[config.mk]
export PLATFORM = sky130hd
export DESIGN_NAME = pipe_stall_ctrl
export DESIGN_NICKNAME = d
export VERILOG_FILES = /design/src/rtl/pipe_stall_ctrl_pkg.sv /design/src/rtl/pipe_stall_ctrl.sv
export SDC_FILE = /design/constraint.sdc
export NUM_CORES = 1
export LEC_CHECK = 0
export BUFFER_PORTS_ARGS = -buffer_cell sky130_fd_sc_hd__buf_2
export CAP_MARGIN = 30
export CORE_UTILIZATION = 49
export DETAILED_ROUTE_END_ITERATION = 7
export PLACE_DENSITY = 0.76
export SLEW_MARGIN = 20
export SYNTH_ARGS = -nofsm -noshare
export SYNTH_HDL_FRONTEND = slang
export SYNTH_SLANG_ARGS = --single-unit
[constraint.sdc]
create_clock -name clk_i -period 2.3 [get_ports clk_i]
set_input_delay 0.345 -clock clk_i [delete_from_list [all_inputs] [get_ports clk_i]]
set_output_delay 0.345 -clock clk_i [all_outputs]
set_load 0.1 [all_outputs]
[src/rtl/pipe_stall_ctrl_pkg.sv]
// pipe_stall_ctrl_pkg: shared sequencer types and defaults.
// Contents: pipe_state_e FSM encoding, TIMEOUT_CYC_DEF memory timeout default,
// stage_ctrl_t per-register {wren, clear} pair plus its common settings.
package pipe_stall_ctrl_pkg;
   typedef enum logic [1:0] {IDLE, MEM_WAIT, DIV_BUSY} pipe_state_e;
   localparam int TIMEOUT_CYC_DEF = 64;
   typedef struct packed {
      logic wren;
      logic clear;
   } stage_ctrl_t;
   localparam stage_ctrl_t ST_ADV      = '{wren: 1'b1, clear: 1'b0};
   localparam stage_ctrl_t ST_HOLD     = '{wren: 1'b0, clear: 1'b0};
   localparam stage_ctrl_t ST_BUB      = '{wren: 1'b1, clear: 1'b1};
   localparam stage_ctrl_t ST_HOLD_BUB = '{wren: 1'b0, clear: 1'b1};
endpackage

[src/rtl/pipe_stall_ctrl.sv]
// pipe_stall_ctrl: merges branch flush, load-use, data-memory wait and divider busy
// into per-pipeline-register write-enable/clear pairs; runs dmem and divider handshakes.
// Inputs : clk_i, rst_ni (async, active-low), br_flush_i, load_use_i,
//          EXMEM_mem_rden_i/EXMEM_mem_wren_i, dmem_ack_i, IDEX_div_i, div_done_i.
// Outputs: dmem_req_o, div_start_o, bus_err_o, pc/IFID/IDEX/EXMEM/MEMWB _wren_o,
//          IFID/IDEX/EXMEM/MEMWB _clear_o, stall_cnt_o (only with PIPE_STALL_PERF_EN).
// Config : define PIPE_STALL_PERF_EN to add the 32-bit stalled-cycle counter.
module pipe_stall_ctrl
   import pipe_stall_ctrl_pkg::*;
#(
   parameter int TIMEOUT_CYC = TIMEOUT_CYC_DEF
) (
   input  logic        clk_i,
   input  logic        rst_ni,
   input  logic        br_flush_i,
   input  logic        load_use_i,
   input  logic        EXMEM_mem_rden_i,
   input  logic        EXMEM_mem_wren_i,
   input  logic        dmem_ack_i,
   input  logic        IDEX_div_i,
   input  logic        div_done_i,
   output logic        dmem_req_o,
   output logic        div_start_o,
   output logic        bus_err_o,
   output logic        pc_wren_o,
   output logic        IFID_wren_o,
   output logic        IDEX_wren_o,
   output logic        EXMEM_wren_o,
   output logic        MEMWB_wren_o,
   output logic        IFID_clear_o,
   output logic        IDEX_clear_o,
   output logic        EXMEM_clear_o,
   output logic        MEMWB_clear_o
`ifdef PIPE_STALL_PERF_EN
   ,
   output logic [31:0] stall_cnt_o
`endif
);
   pipe_state_e state_q, state_d;
   logic [7:0]  tmo_q, tmo_d;
   logic        div_pend_q, div_pend_d, done_q, done_d;
   logic        pc_we, mem_pend, mem_stall, tmo_hit, div_act, div_fin;
   stage_ctrl_t ifid, idex, exmem, memwb;
   always_comb begin
      mem_pend    = EXMEM_mem_rden_i | EXMEM_mem_wren_i;
      tmo_hit     = tmo_q == 8'(TIMEOUT_CYC);
      // a memory freeze taken while the divider runs parks in MEM_WAIT with div_pend set
      div_act     = state_q == DIV_BUSY || (state_q == MEM_WAIT && div_pend_q);
      div_fin     = div_done_i | done_q;
      // the timeout cycle counts as the ack, so it ends the memory freeze
      mem_stall   = state_q == MEM_WAIT ? !dmem_ack_i && !tmo_hit : mem_pend && !dmem_ack_i;
      dmem_req_o  = mem_pend | (state_q == MEM_WAIT);
      bus_err_o   = state_q == MEM_WAIT && !dmem_ack_i && tmo_hit;
      div_start_o = 1'b0;
      pc_we       = 1'b1;
      ifid        = ST_ADV;
      idex        = ST_ADV;
      exmem       = ST_ADV;
      memwb       = ST_ADV;
      state_d     = IDLE;
      tmo_d       = '0;
      div_pend_d  = 1'b0;
      done_d      = 1'b0;
      if (mem_stall) begin
         pc_we      = 1'b0;
         ifid       = ST_HOLD;
         idex       = ST_HOLD;
         exmem      = ST_HOLD;
         memwb      = ST_HOLD_BUB;
         state_d    = MEM_WAIT;
         tmo_d      = state_q == MEM_WAIT ? tmo_q + 8'd1 : 8'd1;
         div_pend_d = div_act;
         // the divider keeps running; remember a completion until the freeze lifts
         done_d     = div_act & div_fin;
      end else if (div_act) begin
         if (!div_fin) begin
            pc_we   = 1'b0;
            ifid    = ST_HOLD;
            idex    = ST_HOLD;
            exmem   = ST_BUB;
            state_d = DIV_BUSY;
         end
      end else if (IDEX_div_i) begin
         div_start_o = 1'b1;
         pc_we       = 1'b0;
         ifid        = ST_HOLD;
         idex        = ST_HOLD;
         exmem       = ST_BUB;
         state_d     = DIV_BUSY;
      end else if (br_flush_i) begin
         ifid = ST_BUB;
         idex = ST_BUB;
      end else if (load_use_i) begin
         pc_we = 1'b0;
         ifid  = ST_HOLD;
         idex  = ST_BUB;
      end
   end
   assign pc_wren_o     = pc_we;
   assign IFID_wren_o   = ifid.wren;
   assign IDEX_wren_o   = idex.wren;
   assign EXMEM_wren_o  = exmem.wren;
   assign MEMWB_wren_o  = memwb.wren;
   assign IFID_clear_o  = ifid.clear;
   assign IDEX_clear_o  = idex.clear;
   assign EXMEM_clear_o = exmem.clear;
   assign MEMWB_clear_o = memwb.clear;
   always_ff @(posedge clk_i or negedge rst_ni) begin
      if (!rst_ni) begin
         state_q    <= IDLE;
         tmo_q      <= '0;
         div_pend_q <= 1'b0;
         done_q     <= 1'b0;
      end else begin
         state_q    <= state_d;
         tmo_q      <= tmo_d;
         div_pend_q <= div_pend_d;
         done_q     <= done_d;
      end
   end
`ifdef PIPE_STALL_PERF_EN
   logic [31:0] stall_cnt_q, stall_cnt_d;
   always_comb stall_cnt_d = pc_we ? stall_cnt_q : stall_cnt_q + 32'd1;
   always_ff @(posedge clk_i or negedge rst_ni) begin
      if (!rst_ni) stall_cnt_q <= '0;
      else stall_cnt_q <= stall_cnt_d;
   end
   assign stall_cnt_o = stall_cnt_q;
`endif
endmodule

Word level (Yosys, flattened, before mapping). Index checks and enable logic that the tools add are counted.

Bits of input ports: 9. Output and inout bits: 12. Logic and storage cells: 54. Register bits after elaboration: 12.

Add/subtract/negate cells: 1. Muxes and demuxes: 34. Eq/ne operators: 3. Bitwise operators: 4. Reductions and logical operators: 8.

Operators by type and width (number): 2-to-1 mux 2 bit (16); 2-to-1 mux 1 bit (16); 2-to-1 mux 8 bit (2); adder 8 x 1 -> 8 bit, second input constant (1); equality test 8 x 7 -> 1 bit, second input constant (1); logical AND 1 bit (5); OR 1 bit (3); equality test 2 x 1 -> 1 bit, second input constant (1); equality test 2 bit, second input constant (1); zero test 1 bit (2); bitwise AND 1 bit (1); logical OR 1 bit (1).

Logic depth before layout (Yosys ltp). Gate-level depths: netlist of run 1.

Depth after elaboration: 5. Depth in mapped cells: 6. Depth with buffers taken out: 5.

Worst setup path before layout of run 1. Ideal clock, no wire load.

Path type: register to output. Start point: register tmo_q[0]. End point: output port IDEX_clear_o. Stages on the path, launching flop included: 6. Data arrival time: 3.315 ns. Path buffers: 0. Data required time: 1.955 ns. Setup slack: -1.360 ns. Cell sequence: dfrtp_1 inv_1 ha_1 and4bb_2 a31oi_4 a211oi_1.

Cells in the longest elaborated chain, start to end: 5.

RTL lines: start: declaration (line pipe_stall_ctrl.sv:40) `logic [7:0] tmo_q, tmo_d;`; start signal: assignment (line pipe_stall_ctrl.sv:116) `tmo_q <= tmo_d;`; equality test 8 x 7 -> 1 bit (line pipe_stall_ctrl.sv:46) `tmo_hit = tmo_q == 8'(TIMEOUT_CYC);`; zero test 1 bit (line pipe_stall_ctrl.sv:51) `mem_stall = state_q == MEM_WAIT ? !dmem_ack_i && !tmo_hit : mem_pend && !dmem_ack_i;`; logical AND 1 bit (line pipe_stall_ctrl.sv:51); 2-to-1 mux 1 bit (line pipe_stall_ctrl.sv:51); 2-to-1 mux 2 bit (line pipe_stall_ctrl.sv:64) `if (mem_stall) begin`; end: declaration (line pipe_stall_ctrl.sv:31) `output logic IDEX_clear_o,`.

Every way passes these cells.

Final worst setup path of run 1.
Start point: register tmo_q[1]. End point: output port EXMEM_clear_o.

Cells in the longest elaborated chain, start to end: 5.

RTL lines: equality test 8 x 7 -> 1 bit (line pipe_stall_ctrl.sv:46); zero test 1 bit (line pipe_stall_ctrl.sv:51); logical AND 1 bit (line pipe_stall_ctrl.sv:51); 2-to-1 mux 1 bit (line pipe_stall_ctrl.sv:51); 2-to-1 mux 2 bit (line pipe_stall_ctrl.sv:64); end: declaration (line pipe_stall_ctrl.sv:32) `output logic EXMEM_clear_o,`.

Every way passes these cells.

==> impl_metrics.tcl, run 1 <==
set metrics [dict create \
    run_status "finished, violations left" \
    violations "negative setup slack" \
    critPathLaunch "tmo_q[1]" \
    drive_gt1_share_pct 46.08 \
    num_antenna_cells 0 \
    finalHoldViolCount 0 \
    tightestPinTransition_ns 0.4822 \
    cts_tree "built" \
    min_path_type "primary input to flop" \
    power_mw 0.6594 \
    placed_area_um2 1006 \
    required_ns 1.96 \
    dp_slack_ns 0.2500 \
    gr-usage-met1_pct 34.59 \
    cp-start-kind "flop" \
    grt.busiest_layer "met1" \
    worst-setup-path-type "flop to primary output" \
    rsz0062_at_grt "yes" \
    synth_edf_count 0 \
    period_needed_ns 2.305 \
    dpl.hpwl_um 1185 \
    r2r_slack_ns 0.61 \
    skew_ns 0.005687 \
    pin_count 21 \
    whs_path_depth 3 \
    relSlewSlack_pct 68.07 \
    clk_pin_slew_ns 0.07 \
    synth-compound-area-share_pct 22.43 \
    htreeDepth 1 \
    fin_nets 114 \
    ir_drop_uv 367.9 \
    synth_nets 84 \
    synth_seq_area_share_pct 39.87 \
    drc 0 \
    timing.final.crit_share_pct 100.2 \
    setup_ws_ns -0.005417 \
    die_area_um2 1698 \
    grt_max_degree 13 \
    grtUsageMet3_pct 9.783 \
    ys_warn_count 0 \
    grt.overflow.total 0 \
    fin_tns_setup_ns -0.005417 \
    grt_pass1_wl_um 2497 \
    start_util_pct 55.13 \
    synthXorXnorAreaFrac_pct 3.488 \
    ctsLongestPathBuffers 2 \
    timing.rr.start "tmo_q[1]" \
    avgSynthCellArea_um2 10.32 \
    clock_latency_ns 0.27 \
    reg2reg_depth 7 \
    detail-route-antenna-nets 0 \
    drt-pass1-iter-count 4 \
    ys_types 33 \
    synth-simple-area-share_pct 26.41 \
    synthAdderAreaFrac_pct 3.322 \
    maxCapViolCount 0 \
    setup_violations 1 \
    p_leak_nw 0.4851 \
    stdcell_area_um2 1114 \
    clock_sinks 12 \
    dieHeight_um 41.21 \
    wl_per_cell_um 14.47 \
    grt_pass1_vias 572 \
    drt_iter0_markers 19 \
    cp.arrival_ns 1.96 \
    cp_max_fo 6 \
    synth_area_um2 753.2 \
    routed_via_density 5.667 \
    area_growth_pct 47.84 \
    endpoint_kind "primary output" \
    routed_wl_um 1693 \
    cts_root_buf "clkbuf_4" \
    vias 663 \
    synthCells 73 \
    io_buffers 20 \
    met2_usage_pct 31.64 \
    synth_seq_cells 12 \
    hold_ws_ns 0.4354 \
    power.density_nw_per_um2 592.2 \
    placementRows 13 \
    muxShareOfSynthArea_pct 0 \
    antenna_found_initial 0 \
    max_freq_mhz 433.8 \
    grt_use_total_pct 23.07 \
    cts_buffers 3 \
    hold-path-endpoint "state_q[0]" \
    synth_top_family_by_area "simple AND/OR/NAND/NOR gates" \
    ys.flop_type "dfrtp_1" \
    async_reset_ff_share_pct 100.0 \
    maxSlewViolCount 0 \
    final_cells 117 \
    hp-start "EXMEM_mem_wren_i" \
    die-width_um 41.21 \
    gp_congestion 0.8332 \
    placedCellCount 106 \
    coreArea_um2 1366 \
    r2r_end "state_q[1]" \
    postLayoutCoreUtil_pct 81.50 \
]
## cells in the mapped netlist (3+ instances only)
cell type | n | area [µm²]
a21oi_1 | 4 | 20.02
nand2_1 | 3 | 11.26
dfrtp_1 | 12 | 300.3
or3_1 | 3 | 18.77
nand3_1 | 6 | 30.03
o21ai_0 | 3 | 15.01
nor2_1 | 5 | 18.77
inv_1 | 4 | 15.01
## final cells by class
type,count,area (µm²)
fillers,83,252.7
well taps,15,18.77
inverters,5,21.27
clock buffers,4,36.28
flip-flops and latches,12,300.3
multi-input cells,54,450.4
repair buffers,27,286.5
## worst max-delay path: stages (launching register included)
cell and delay, ns:
dfrtp_1 0.39, inv_1 0.06, ha_2 0.16, and4bb_2 0.28, a31oi_4 0.15, buf_6 0.16
a22oi_2 0.26, buf_12 0.21
## power by group
group	switching (mW)	internal, mW	leakage (nW)
logic	0.182	0.0900	0.302
clock network	0.0676	0.0962	0.0210
registers	0.00603	0.218	0.162
total	0.255	0.404	0.485
## repair_timing
item                                   in CTS  in global routing
pin swaps                                   2                  4
setup endpoints to repair                   4                  9
setup buffers                               5                  1
gates cloned                                0                  0
hold buffers                                1                  0
endpoints found under the hold margin      12                  0
gates resized for setup                     0                  5
## registers in the layout (all words and copies together) (netlist names)
name        flops
tmo_q           8
state_q         2
div_pend_q      1
done_q          1
## cells by family (layout without fill, tap and decap cells)
logic type	count (synthesis)	count (layout)
AOI/OAI and AO/OA	19	19
adders and majority gates	2	2
xor gates and xnor gates	3	3
and+or+nand+nor	30	30
DFF	12	12
buffers and inverters	7	36
## routing by layer
metal | vias up | share of wire (%)
met3 | 4 | 5.7
met1 | 311 | 48
met4 | 0 | 0.59
li1 | 328 | -
met5 | - | 0
met2 | 20 | 46
## layout by cell type (no fill, tap or decap), types with 2 or more instances in the layout
cell,instances
o21ai_0,3
dfrtp_1,12
xor2_1,2
and3_1,2
nor2_1,3
inv_1,4
clkbuf_4,6
buf_4,5
buf_12,8
a21oi_1,3
buf_2,9
a22oi_2,2
nor3_4,2
nand2_1,3
nand2b_1,2
or3_1,3
nand3_1,6
## worst max path at each step
stage	end	slack [ns]	cells after the start
floorplan	IDEX_clear_o	-0.43	5
CTS	IFID_clear_o	0.01	6
finish	EXMEM_clear_o	-0.005	7
global route	EXMEM_clear_o	-0.09	7
global placement	IFID_clear_o	0.30	6
detailed placement	IFID_clear_o	0.25	6
Note: power is estimated with default switching activity, not from simulation.
==> inputs of run 2 (changes only) <==
--- a/config.mk
+++ b/config.mk
@@ -14,3 +14,4 @@
 export SYNTH_ARGS = -nofsm -noshare
 export SYNTH_HDL_FRONTEND = slang
 export SYNTH_SLANG_ARGS = --single-unit
+export TNS_END_PERCENT = 5
==> impl_metrics.tcl, run 2 (synthesis results as in run 1) <==
set metrics [dict create \
    run_status "finished, violations left" \
    violations "negative setup slack" \
    gp_congestion 0.8538 \
    dp_slack_ns 0.2087 \
    r2r_end "div_pend_q" \
    regMostFlops "tmo_q" \
    rsz0062_at_grt "yes" \
    cp_max_fo 4 \
    setup_ws_ns -0.04365 \
    timing.rr.start "tmo_q[1]" \
    max_freq_mhz 426.7 \
    largest_reg_flops 8 \
    clock_latency_ns 0.28 \
    maxCapViolCount 0 \
    hold_ws_ns 0.4429 \
    antenna_found_initial 0 \
    pin_count 21 \
    coreArea_um2 1366 \
    hold-path-endpoint "state_q[1]" \
    clk_pin_slew_ns 0.07 \
    num_antenna_cells 0 \
    p_int_mw 0.3988 \
    skew_ns 0.003099 \
    seqPwrFrac_pct 34.2 \
    cp.arrival_ns 2.00 \
    cp_cell_sequence "inv_1, ha_1, and4bb_2, buf_4, a31o_2, o211a_1, buf_12" \
    netSwitchingPower_mw 0.2581 \
    fin_tns_setup_ns -0.06854 \
    top_regs "tmo_q (8), state_q (2)" \
    finalHoldViolCount 0 \
    placementRows 13 \
    fill_cells 84 \
    cp-start-kind "flop" \
    r2r_slack_ns 0.72 \
    relSlewSlack_pct 67.63 \
    p_leak_nw 0.4790 \
    timing.final.crit_share_pct 101.9 \
    dpl.hpwl_um 1296 \
    vias 658 \
    dieHeight_um 41.21 \
    ctsLongestPathBuffers 2 \
    critPathLaunch "tmo_q[1]" \
    cts_root_buf "clkbuf_4" \
    setup_violations 2 \
    start_util_pct 55.13 \
    drt_iter0_markers 15 \
    routed_via_density 5.672 \
    fin_nets 113 \
    grt_pass1_vias 570 \
    period_needed_ns 2.344 \
    maxSlewViolCount 0 \
    tightestPinTransition_ns 0.4889 \
    die_area_um2 1698 \
    min_path_type "primary input to flop" \
    grt_pass1_wl_um 2559 \
    required_ns 1.96 \
    wl_per_cell_um 15.07 \
    cts_tree "built" \
    worst-setup-path-type "flop to primary output" \
    crit_slowest_cell "dfrtp_1" \
    routed_wl_um 1748 \
    reg2reg_depth 6 \
    clock_sinks 12 \
    grt_max_degree 13 \
    detail-route-antenna-nets 0 \
    postLayoutCoreUtil_pct 79.76 \
    ir_drop_uv 443.8 \
    power_mw 0.6569 \
    combPwrFrac_pct 40.5 \
    drive_gt1_share_pct 43.56 \
    power.density_nw_per_um2 602.8 \
    p_clk_share_pct 25.4 \
    drt-pass1-iter-count 4 \
    die-width_um 41.21 \
    endpoint_kind "primary output" \
    final_cell_mix "dfrtp_1 (12), buf_2 (12), buf_12 (8)" \
    drc 0 \
    p_sw_share_pct 39.29 \
    io_buffers 20 \
    area_growth_pct 44.69 \
    htreeDepth 1 \
    grt_use_total_pct 23.58 \
    whs_path_depth 3 \
    cts_buffers 3 \
    cp_slowest_stage_delay_ns 0.40 \
    hp-start "div_done_i" \
    grt.overflow.total 0 \
]
==> run 2: layer usage <==
metal	wire length (µm)	track usage [%]	up-vias	share of wire, %
li1	-	-	324	-
met5	0	0	-	0
met4	10	4.032	0	0.57
met2	830	32.42	21	47
met1	797	34.01	311	46
met3	111	10.87	2	6.4
==> run 2: worst max-delay path by stage <==
| stage | endpoint |
|---|---|
| finish | IDEX_wren_o |
| global route | IFID_clear_o |
| CTS | IFID_clear_o |
| detailed placement | IFID_clear_o |
| global placement | IFID_clear_o |
| floorplan | MEMWB_clear_o |
==> run 2: worst max-delay path: cells and delay by family (launching register included) <==
family,cells,cell delay (ns)
AOI/OAI and AO/OA,2,0.52
DFF,1,0.40
buffers and inverters,3,0.39
and+or+nand+nor,1,0.25
adders and majority gates,1,0.16
==> run 2: power groups by stage <==
stage,Combinational (mW),Clock [mW],Sequential [mW]
after CTS,0.262,0.168,0.224
final,0.266,0.167,0.224
after floorplan,0.177,0,0.228
after global routing,0.277,0.177,0.225
after global placement,0.254,0,0.229
after detailed placement,0.255,0,0.230
==> run 2: final cells by class <==
class | instances | area (µm²) | area share [%]
inverter | 5 | 18.77 | 1.722
sequential | 12 | 300.3 | 27.55
tap | 15 | 18.77 | 1.722
multi-input combinational | 54 | 447.9 | 41.10
timing repair buffer | 26 | 267.8 | 24.57
clock buffer | 4 | 36.28 | 3.329
==> run 2: repair_timing <==
item / 4_1_cts / 5_1_grt
endpoints found under the setup margin: 5 / 10
hold buffers: 1 / 0
endpoints found under the hold margin: 12 / 0
setup buffers: 3 / 2
pin swaps: 2 / 2
gates resized for setup: 0 / 2
==> run 2: metrics by stage <==
stage | instance area [µm²] | std cells
6_report | 1090 | 116
5_1_grt | 1090 | 116
3_5_place_dp | 996.0 | 106
2_1_floorplan | 775.7 | 73
4_1_cts | 1065 | 114
3_3_place_gp | 996.0 | 106
